### config.mk
export PLATFORM = sky130hd
export DESIGN_NAME = fft8_unloader
export DESIGN_NICKNAME = d
export VERILOG_FILES = /design/src/rtl/fft8_pkg.sv /design/src/rtl/fft8_bin_mux.sv /design/src/rtl/fft8_unloader.sv
export SDC_FILE = /design/constraint.sdc
export NUM_CORES = 1
export LEC_CHECK = 0
export BUFFER_PORTS_ARGS = -buffer_cell sky130_fd_sc_hd__buf_2
export CORE_ASPECT_RATIO = 2
export CORE_UTILIZATION = 45
export DETAILED_ROUTE_END_ITERATION = 8
export PLACE_DENSITY_LB_ADDON = 0.15
export REMOVE_ABC_BUFFERS = 1
export SLEW_MARGIN = 20
export SYNTH_ARGS = -nofsm -noshare
export SYNTH_HDL_FRONTEND = slang
export SYNTH_HIERARCHICAL = 1
export SYNTH_SLANG_ARGS = --single-unit
### constraint.sdc
create_clock -name clk -period 2.6 [get_ports clk]
set_input_delay 0.52 -clock clk [delete_from_list [all_inputs] [get_ports clk]]
set_output_delay 0.52 -clock clk [all_outputs]
set_load 0.1 [all_outputs]
### src/rtl/fft8_pkg.sv
// Shared constants and types for the 8-point FFT datapath and its spectrum readers.
package fft8_pkg;
  localparam int DW    = 32;
  localparam int NBINS = 8;
  localparam int IDX_W = 3;
  localparam int CNT_W = 16;

  typedef enum logic {
    IDLE = 1'b0,
    SEND = 1'b1
  } state_t;

  function automatic logic is_last_bin(input logic [IDX_W-1:0] idx);
    return idx == IDX_W'(NBINS - 1);
  endfunction
endpackage

### src/rtl/fft8_bin_mux.sv
// Selects one bin (real and imaginary word) out of a captured spectrum bank.
module fft8_bin_mux
  import fft8_pkg::*;
(
  input  logic signed [DW-1:0]    bank_re [NBINS],
  input  logic signed [DW-1:0]    bank_im [NBINS],
  input  logic        [IDX_W-1:0] idx,
  output logic signed [DW-1:0]    out_re,
  output logic signed [DW-1:0]    out_im
);
  assign out_re = bank_re[idx];
  assign out_im = bank_im[idx];
endmodule

### src/rtl/fft8_unloader.sv
// Captures a parallel 8-bin spectrum on a handshake and streams it out one bin per beat.
module fft8_unloader
  import fft8_pkg::*;
(
  input  logic                clk,
  input  logic                rst_n,
  input  logic                in_valid,
  output logic                in_ready,
  input  logic [NBINS*DW-1:0] xr_flat,
  input  logic [NBINS*DW-1:0] xi_flat,
  output logic                out_valid,
  input  logic                out_ready,
  output logic [DW-1:0]       out_re,
  output logic [DW-1:0]       out_im,
  output logic [IDX_W-1:0]    out_idx,
  output logic                out_last,
  output logic [CNT_W-1:0]    frame_cnt
);
  state_t                  state_q, state_d;
  logic [IDX_W-1:0]        idx_q, idx_d;
  logic                    out_valid_q, out_valid_d;
  logic                    out_last_q, out_last_d;
  logic [CNT_W-1:0]        frame_cnt_q, frame_cnt_d;
  logic signed [DW-1:0]    bank_re_q [NBINS];
  logic signed [DW-1:0]    bank_im_q [NBINS];
  logic signed [DW-1:0]    bank_re_d [NBINS];
  logic signed [DW-1:0]    bank_im_d [NBINS];
  logic signed [DW-1:0]    mux_re, mux_im;
  logic                    beat_fire;
  logic                    capture;

  // in_ready is the only combinational output: a new frame may enter on the
  // very beat that retires bin 7, which is what removes the bubble.
  always_comb begin
    beat_fire = out_valid_q & out_ready;
    in_ready  = (state_q == IDLE) | (beat_fire & is_last_bin(idx_q));
    capture   = in_valid & in_ready;

    state_d     = state_q;
    idx_d       = idx_q;
    frame_cnt_d = frame_cnt_q;
    for (int k = 0; k < NBINS; k++) begin
      bank_re_d[k] = capture ? xr_flat[k*DW +: DW] : bank_re_q[k];
      bank_im_d[k] = capture ? xi_flat[k*DW +: DW] : bank_im_q[k];
    end

    case (state_q)
      IDLE: begin
        if (capture) begin
          state_d = SEND;
          idx_d   = '0;
        end
      end
      SEND: begin
        if (beat_fire) begin
          if (!is_last_bin(idx_q)) begin
            idx_d = idx_q + 1'b1;
          end else begin
            frame_cnt_d = frame_cnt_q + 1'b1;
            idx_d       = '0;
            state_d     = capture ? SEND : IDLE;
          end
        end
      end
      default: state_d = IDLE;
    endcase

    out_valid_d = (state_d == SEND);
    out_last_d  = (state_d == SEND) && is_last_bin(idx_d);
  end

  always_ff @(posedge clk or negedge rst_n) begin
    if (!rst_n) begin
      state_q     <= IDLE;
      idx_q       <= '0;
      out_valid_q <= 1'b0;
      out_last_q  <= 1'b0;
      frame_cnt_q <= '0;
      for (int k = 0; k < NBINS; k++) begin
        bank_re_q[k] <= '0;
        bank_im_q[k] <= '0;
      end
    end else begin
      state_q     <= state_d;
      idx_q       <= idx_d;
      out_valid_q <= out_valid_d;
      out_last_q  <= out_last_d;
      frame_cnt_q <= frame_cnt_d;
      for (int k = 0; k < NBINS; k++) begin
        bank_re_q[k] <= bank_re_d[k];
        bank_im_q[k] <= bank_im_d[k];
      end
    end
  end

  fft8_bin_mux u_bin_mux (
    .bank_re (bank_re_q),
    .bank_im (bank_im_q),
    .idx     (idx_q),
    .out_re  (mux_re),
    .out_im  (mux_im)
  );

  assign out_valid = out_valid_q;
  assign out_last  = out_last_q;
  assign out_idx   = idx_q;
  assign out_re    = mux_re;
  assign out_im    = mux_im;
  assign frame_cnt = frame_cnt_q;
endmodule

==> qor.yml, run 1 <==
outcome:
  status: "finished, violations left"
  violations: "setup timing"
sta:
  slew_violations: 0
  rsz0062_at_grt: "yes"
  hold_ws_ns: 0.1650
  slew_headroom: 0.6018
  fin_crit_ns: 3.034
  finClkSkew_ns: 0.01126
  worst_pin_slew_ns: 0.5973
  hold_violations: 0
  setup_ws_ns: -0.4345
  finalSetupViolCount: 65
  fin_crit_sh: 1.167
  max_freq_ghz: 0.3295
yosys:
  ys_ff_latch: 533
  syn_area_per_cell_um2: 18.82
  yosys_warnings: 6
  syn_inst: 1392
  ys_seq_area_frac: 0.5092
  synth_cell_types: 29
  netlist_area_mm2: 0.02619
clocking:
  cts.path.max_buffers: 3
  htreeDepth: 2
  clk_latency_ns: 0.58
  cts_tree: "built"
  cts_buffers: 50
  root_buffer: "clkbuf_16"
  clkSinkCount: 533
  clk_pin_slew_ns: 0.07
floorplanning:
  die_area_mm2: 0.05923
  start_util: 0.4563
  fp.coreArea_mm2: 0.05741
  io_pins: 602
  row_count: 124
  die_w_um: 172.6
  fp.dieH_um: 343.2
global_route:
  grt_max_degree: 112
  grt_use_total: 0.2345
  grt_pass1_wl_mm: 105.8
  antenna_found_initial: 38
  grt_pass1_vias: 17290
  grt_overflow_total: 0
setup_path:
  crit_arrival_ns: 2.51
  end_kind: "primary output"
  crit_slowest_cell: "dfrtp_4"
  required_ns: 2.08
  path_class: "reg -> out"
  path_max_fanout: 7
  cp_slowest_stage_delay_ns: 0.51
  path_cells: "buf_12 > buf_12 > buf_16 > mux4_2 > mux2_4 > buf_12"
  cpMostUsedCell: "buf_12"
  start_kind: "flip-flop"
  path_delay_family: "multiplexers"
  path_buf_inv: 4
route:
  drtIter0Drc: 562
  firstDrtPassIters: 4
  via_per_inst: 5.233
  wl_per_cell_um: 24.32
  ant_nets: 0
  wirelength_mm: 69.53
  drc: 0
  via_count: 14960
placement:
  io_buffers: 601
  routabilityCongestion: 0.8142
  dp_hpwl_mm: 48.78
  place_ws_ns: 0.07702
cells_and_area:
  drive_gt1_frac: 0.7150
  final_cell_mix: "533 x buf_2, 530 x dfrtp_1, 500 x mux2_4, 128 x mux4_2, 79 x mux2_2"
  layout_commonest_cell: "buf_2"
  final_net_count: 2559
  fillCellCount: 4608
  syn_to_final_growth_pct: 25.25
min_path:
  hold_path_class: "in -> reg"
power_and_ir_drop:
  power.leakage_nw: 15.37
  power-per-cell-area_mw_per_mm2: 1588
  vdd_drop_max_uv: 1900
flow_run:
  max_cap_violations: 0
==> synthesized netlist by cell type, drive strengths merged <==
| library cell | n | area (um2) |
|---|---|---|
| nand2 | 10 | 40.04 |
| or2b | 1 | 7.510 |
| and4 | 2 | 17.52 |
| xor2 | 3 | 26.28 |
| a22o | 1 | 8.760 |
| nand4 | 4 | 25.02 |
| buf | 85 | 1222 |
| a21oi | 1 | 5.000 |
| a32oi | 1 | 8.760 |
| mux2i | 1 | 10.01 |
| nand3 | 6 | 30.03 |
| ha | 3 | 37.54 |
| xnor2 | 12 | 105.1 |
| and2 | 1 | 8.760 |
| nand2b | 2 | 12.51 |
| mux4 | 128 | 2883 |
| nor2b | 1 | 6.260 |
| nor2 | 6 | 22.52 |
| mux2 | 579 | 8322 |
| dfrtp | 533 | 13340 |
| and3 | 4 | 25.02 |
| clkbuf | 8 | 30.03 |
==> flip-flops by register name (all words and copies together) (netlist names) <==
name       count
out_valid      1
bank_im_q    256
frame_cnt     16
out_last       1
bank_re_q    256
out_idx        3
==> where the power goes <==
group / total, mW / leakage [nW] / switching, mW / internal [mW]
Clock: 7.81 / 0.861 / 3.33 / 4.48
Combinational: 29.6 / 7.99 / 15.3 / 14.2
Sequential: 14.7 / 6.52 / 2.42 / 12.3
==> per-layer routing <==
| layer | track usage | part of all wire |
|---|---|---|
| met1 | 0.2689 | 0.37 |
| met2 | 0.4080 | 0.52 |
| met3 | 0.06328 | 0.069 |
| met4 | 0.1058 | 0.040 |
| met5 | 0 | 0.0023 |
==> kinds of logic (layout without fill, tap and decap cells) <==
logic type / count (synthesis) / in the layout / synth area share
AOI/OAI and AO/OA: 3 / 3 / 0.0008598
and+or+nand+nor: 37 / 37 / 0.007452
adders and majority gates: 3 / 3 / 0.001433
muxes: 708 / 708 / 0.4282
other: 0 / 22 / 0
DFF: 533 / 533 / 0.5092
buffers and inverters: 93 / 782 / 0.04782
xor gates and xnor gates: 15 / 15 / 0.005016
==> layout make-up <==
cell class | instances | area [um2] | area share
flip-flops and latches | 533 | 13350 | 0.4069
multi-input cells | 766 | 11680 | 0.3560
repair buffers | 689 | 5036 | 0.1535
clock buffers | 70 | 1478 | 0.04504
well taps | 756 | 945.9 | 0.02883
clock inverters | 23 | 262.8 | 0.008009
diodes | 22 | 55.05 | 0.001678
==> repair_timing <==
action / CTS / global route
gates resized for setup: 195 / 32
pin swaps: 0 / 1
gates cloned: 6 / 5
setup endpoints to repair: 65 / 246
setup buffers: 11 / 4
hold buffers: 1 / 0
hold endpoints to repair: 31 / 0
==> worst paths after layout <==
| check | from | endpoint | slack, ns | cells past startpoint |
|---|---|---|---|---|
| setup / recovery | out_idx[0] | out_im[13] | -0.43 | 6 |
| hold / removal | xr_flat[61] | bank_re_q[221] | 0.17 | 2 |
| setup reg to reg | out_idx[0] | bank_re_q[245] | 0.03 | 10 |
| hold reg to reg | frame_cnt[15] | frame_cnt[15] | 0.48 | 1 |
| max in group asynchronous | rst_n | bank_im_q[93] | 1.27 | 3 |
| min in group asynchronous | rst_n | bank_im_q[68] | 0.45 | 2 |
==> through the flow <==
| step | setup TNS (ns) | area [um2] | instances | util | power, mW |
|---|---|---|---|---|---|
| floorplan | -5707.86 | 24940 | 1299 | - | 33.97 |
| global placement | 0 | 29780 | 2718 | 0.5189 | 40.23 |
| detailed placement | 0 | 29780 | 2718 | 0.5189 | 40.63 |
| CTS | -26.97 | 32490 | 2829 | 0.5660 | 52.18 |
| global route | -30.98 | 32800 | 2857 | 0.5714 | 54.24 |
| finish | -22.95 | 32810 | 2859 | 0.5715 | 52.10 |
No activity file was read; power rests on OpenSTA's default activity.
==> inputs of run 2 (changes only) <==
--- a/config.mk
+++ b/config.mk
@@ -11,6 +11,7 @@
 export DETAILED_ROUTE_END_ITERATION = 8
 export PLACE_DENSITY_LB_ADDON = 0.15
 export REMOVE_ABC_BUFFERS = 1
+export SKIP_CTS_REPAIR_TIMING = 1
 export SLEW_MARGIN = 20
 export SYNTH_ARGS = -nofsm -noshare
 export SYNTH_HDL_FRONTEND = slang
==> run 2 against run 1 <==
Compared with the run above:
- the run still ends with setup timing left
- critical path depth shrank 1
- hold slack is essentially flat
- die area is the same
- maximum frequency grew 0.48%
- wire length shrank 1.4%
- clock power is essentially flat
- global-route usage shrank 0.57 points
- via count shrank 0.78%
- clock skew grew 0.00086 ns
- cell count is essentially flat
- largest cell class unchanged
- largest power group unchanged
==> qor.yml, run 2 (same netlist as run 1, synthesis figures left out) <==
floorplanning:
  die_area_mm2: 0.05923
  io_pins: 602
  fp.dieH_um: 343.2
  die_w_um: 172.6
  row_count: 124
  fp.coreArea_mm2: 0.05741
  start_util: 0.4563
setup_path:
  crit_arrival_ns: 2.50
  path_max_fanout: 12
  start_kind: "flip-flop"
  path_buf_inv: 3
  path_cells: "buf_12 > buf_12 > mux4_2 > mux2_2 > buf_6"
  end_kind: "primary output"
  path_delay_family: "multiplexers"
  cp_slowest_stage_delay_ns: 0.57
  path_class: "reg -> out"
  cpMostUsedCell: "buf_12"
  required_ns: 2.08
  crit_slowest_cell: "mux4_2"
min_path:
  hold_path_class: "in -> reg"
route:
  firstDrtPassIters: 4
  drtIter0Drc: 631
  wl_per_cell_um: 23.99
  ant_nets: 0
  via_count: 14840
  via_per_inst: 5.193
  wirelength_mm: 68.55
  drc: 0
sta:
  finalSetupTns_ns: -22.25
  fin_crit_ns: 3.020
  hold_violations: 0
  finClkSkew_ns: 0.01212
  fin_crit_sh: 1.162
  max_freq_ghz: 0.3311
  hold_ws_ns: 0.1650
  rsz0062_at_grt: "yes"
  setup_ws_ns: -0.4200
  slew_headroom: 0.6177
  finalSetupViolCount: 64
  slew_violations: 0
  worst_pin_slew_ns: 0.5734
placement:
  routabilityCongestion: 0.8142
  io_buffers: 601
  dpl-instance-area_mm2: 0.02978
  dp_hpwl_mm: 48.78
power_and_ir_drop:
  p_total_mw: 51.06
  power.leakage_nw: 15.19
  power-per-cell-area_mw_per_mm2: 1574
  vdd_drop_max_uv: 1900
clocking:
  clk_latency_ns: 0.58
  clkSinkCount: 533
  root_buffer: "clkbuf_16"
  cts_buffers: 50
  cts_tree: "built"
  cts.path.max_buffers: 3
  clk_pin_slew_ns: 0.07
  htreeDepth: 2
outcome:
  violations: "setup timing"
  status: "finished, violations left"
global_route:
  grt_use_total: 0.2288
  grt_max_degree: 112
  grt_overflow_total: 0
  grt_pass1_wl_mm: 103.6
  grt_pass1_vias: 17100
  antenna_found_initial: 36
cells_and_area:
  fillCellCount: 4655
  syn_to_final_growth_pct: 23.82
  final_cell_area_mm2: 0.03243
  post-route-util: 0.5650
  drive_gt1_frac: 0.7139
  final_net_count: 2554
  final_cell_mix: "533 x buf_2, 530 x dfrtp_1, 485 x mux2_4, 128 x mux4_2, 94 x mux2_2"
  layout_commonest_cell: "buf_2"
flow_run:
  max_cap_violations: 0
==> run 2: layout make-up <==
class,instances,area (um2),share of cell area
clock inverters,23,262.8,0.008102
repair buffers,684,4711,0.1453
clock buffers,70,1478,0.04556
diodes,26,65.06,0.002006
well taps,756,945.9,0.02917
multi-input cells,766,11620,0.3583
flip-flops and latches,533,13350,0.4116
==> run 2: path summary, 6_finish.rpt <==
kind / slack [ns] / from / cells past startpoint / end
worst min-delay path: 0.17 / xr_flat[61] / 2 / bank_re_q[221]
worst max register to register: 0.05 / out_idx[0] / 9 / bank_re_q[11]
worst min register to register: 0.48 / frame_cnt[15] / 1 / frame_cnt[15]
min in group asynchronous: 0.44 / rst_n / 2 / bank_im_q[68]
worst max-delay path: -0.42 / out_idx[0] / 5 / out_im[6]
max in group asynchronous: 1.28 / rst_n / 3 / bank_im_q[106]
==> run 2: through the flow <==
stage,setup WS [ns],cells
finish,-0.4200,2858
global placement,0.08797,2718
global route,-0.4817,2851
floorplan,-10.44,1299
detailed placement,0.07702,2718
CTS,-0.5725,2811
==> run 2: report_power, final <==
part,internal (mW),switching [mW],total [mW]
clock,4.48,3.32,7.80
combinational,13.4,15.1,28.6
sequential,12.3,2.41,14.7
total,30.2,20.8,51.1
==> run 2: metal layers <==
| metal | vias up | GRT usage | share of wire |
|---|---|---|---|
| li1 | 6486 | - | - |
| met1 | 7647 | 0.2619 | 0.37 |
| met2 | 541 | 0.4012 | 0.52 |
| met3 | 143 | 0.06250 | 0.072 |
| met4 | 26 | 0.09635 | 0.039 |
| met5 | - | 0 | 0.0023 |
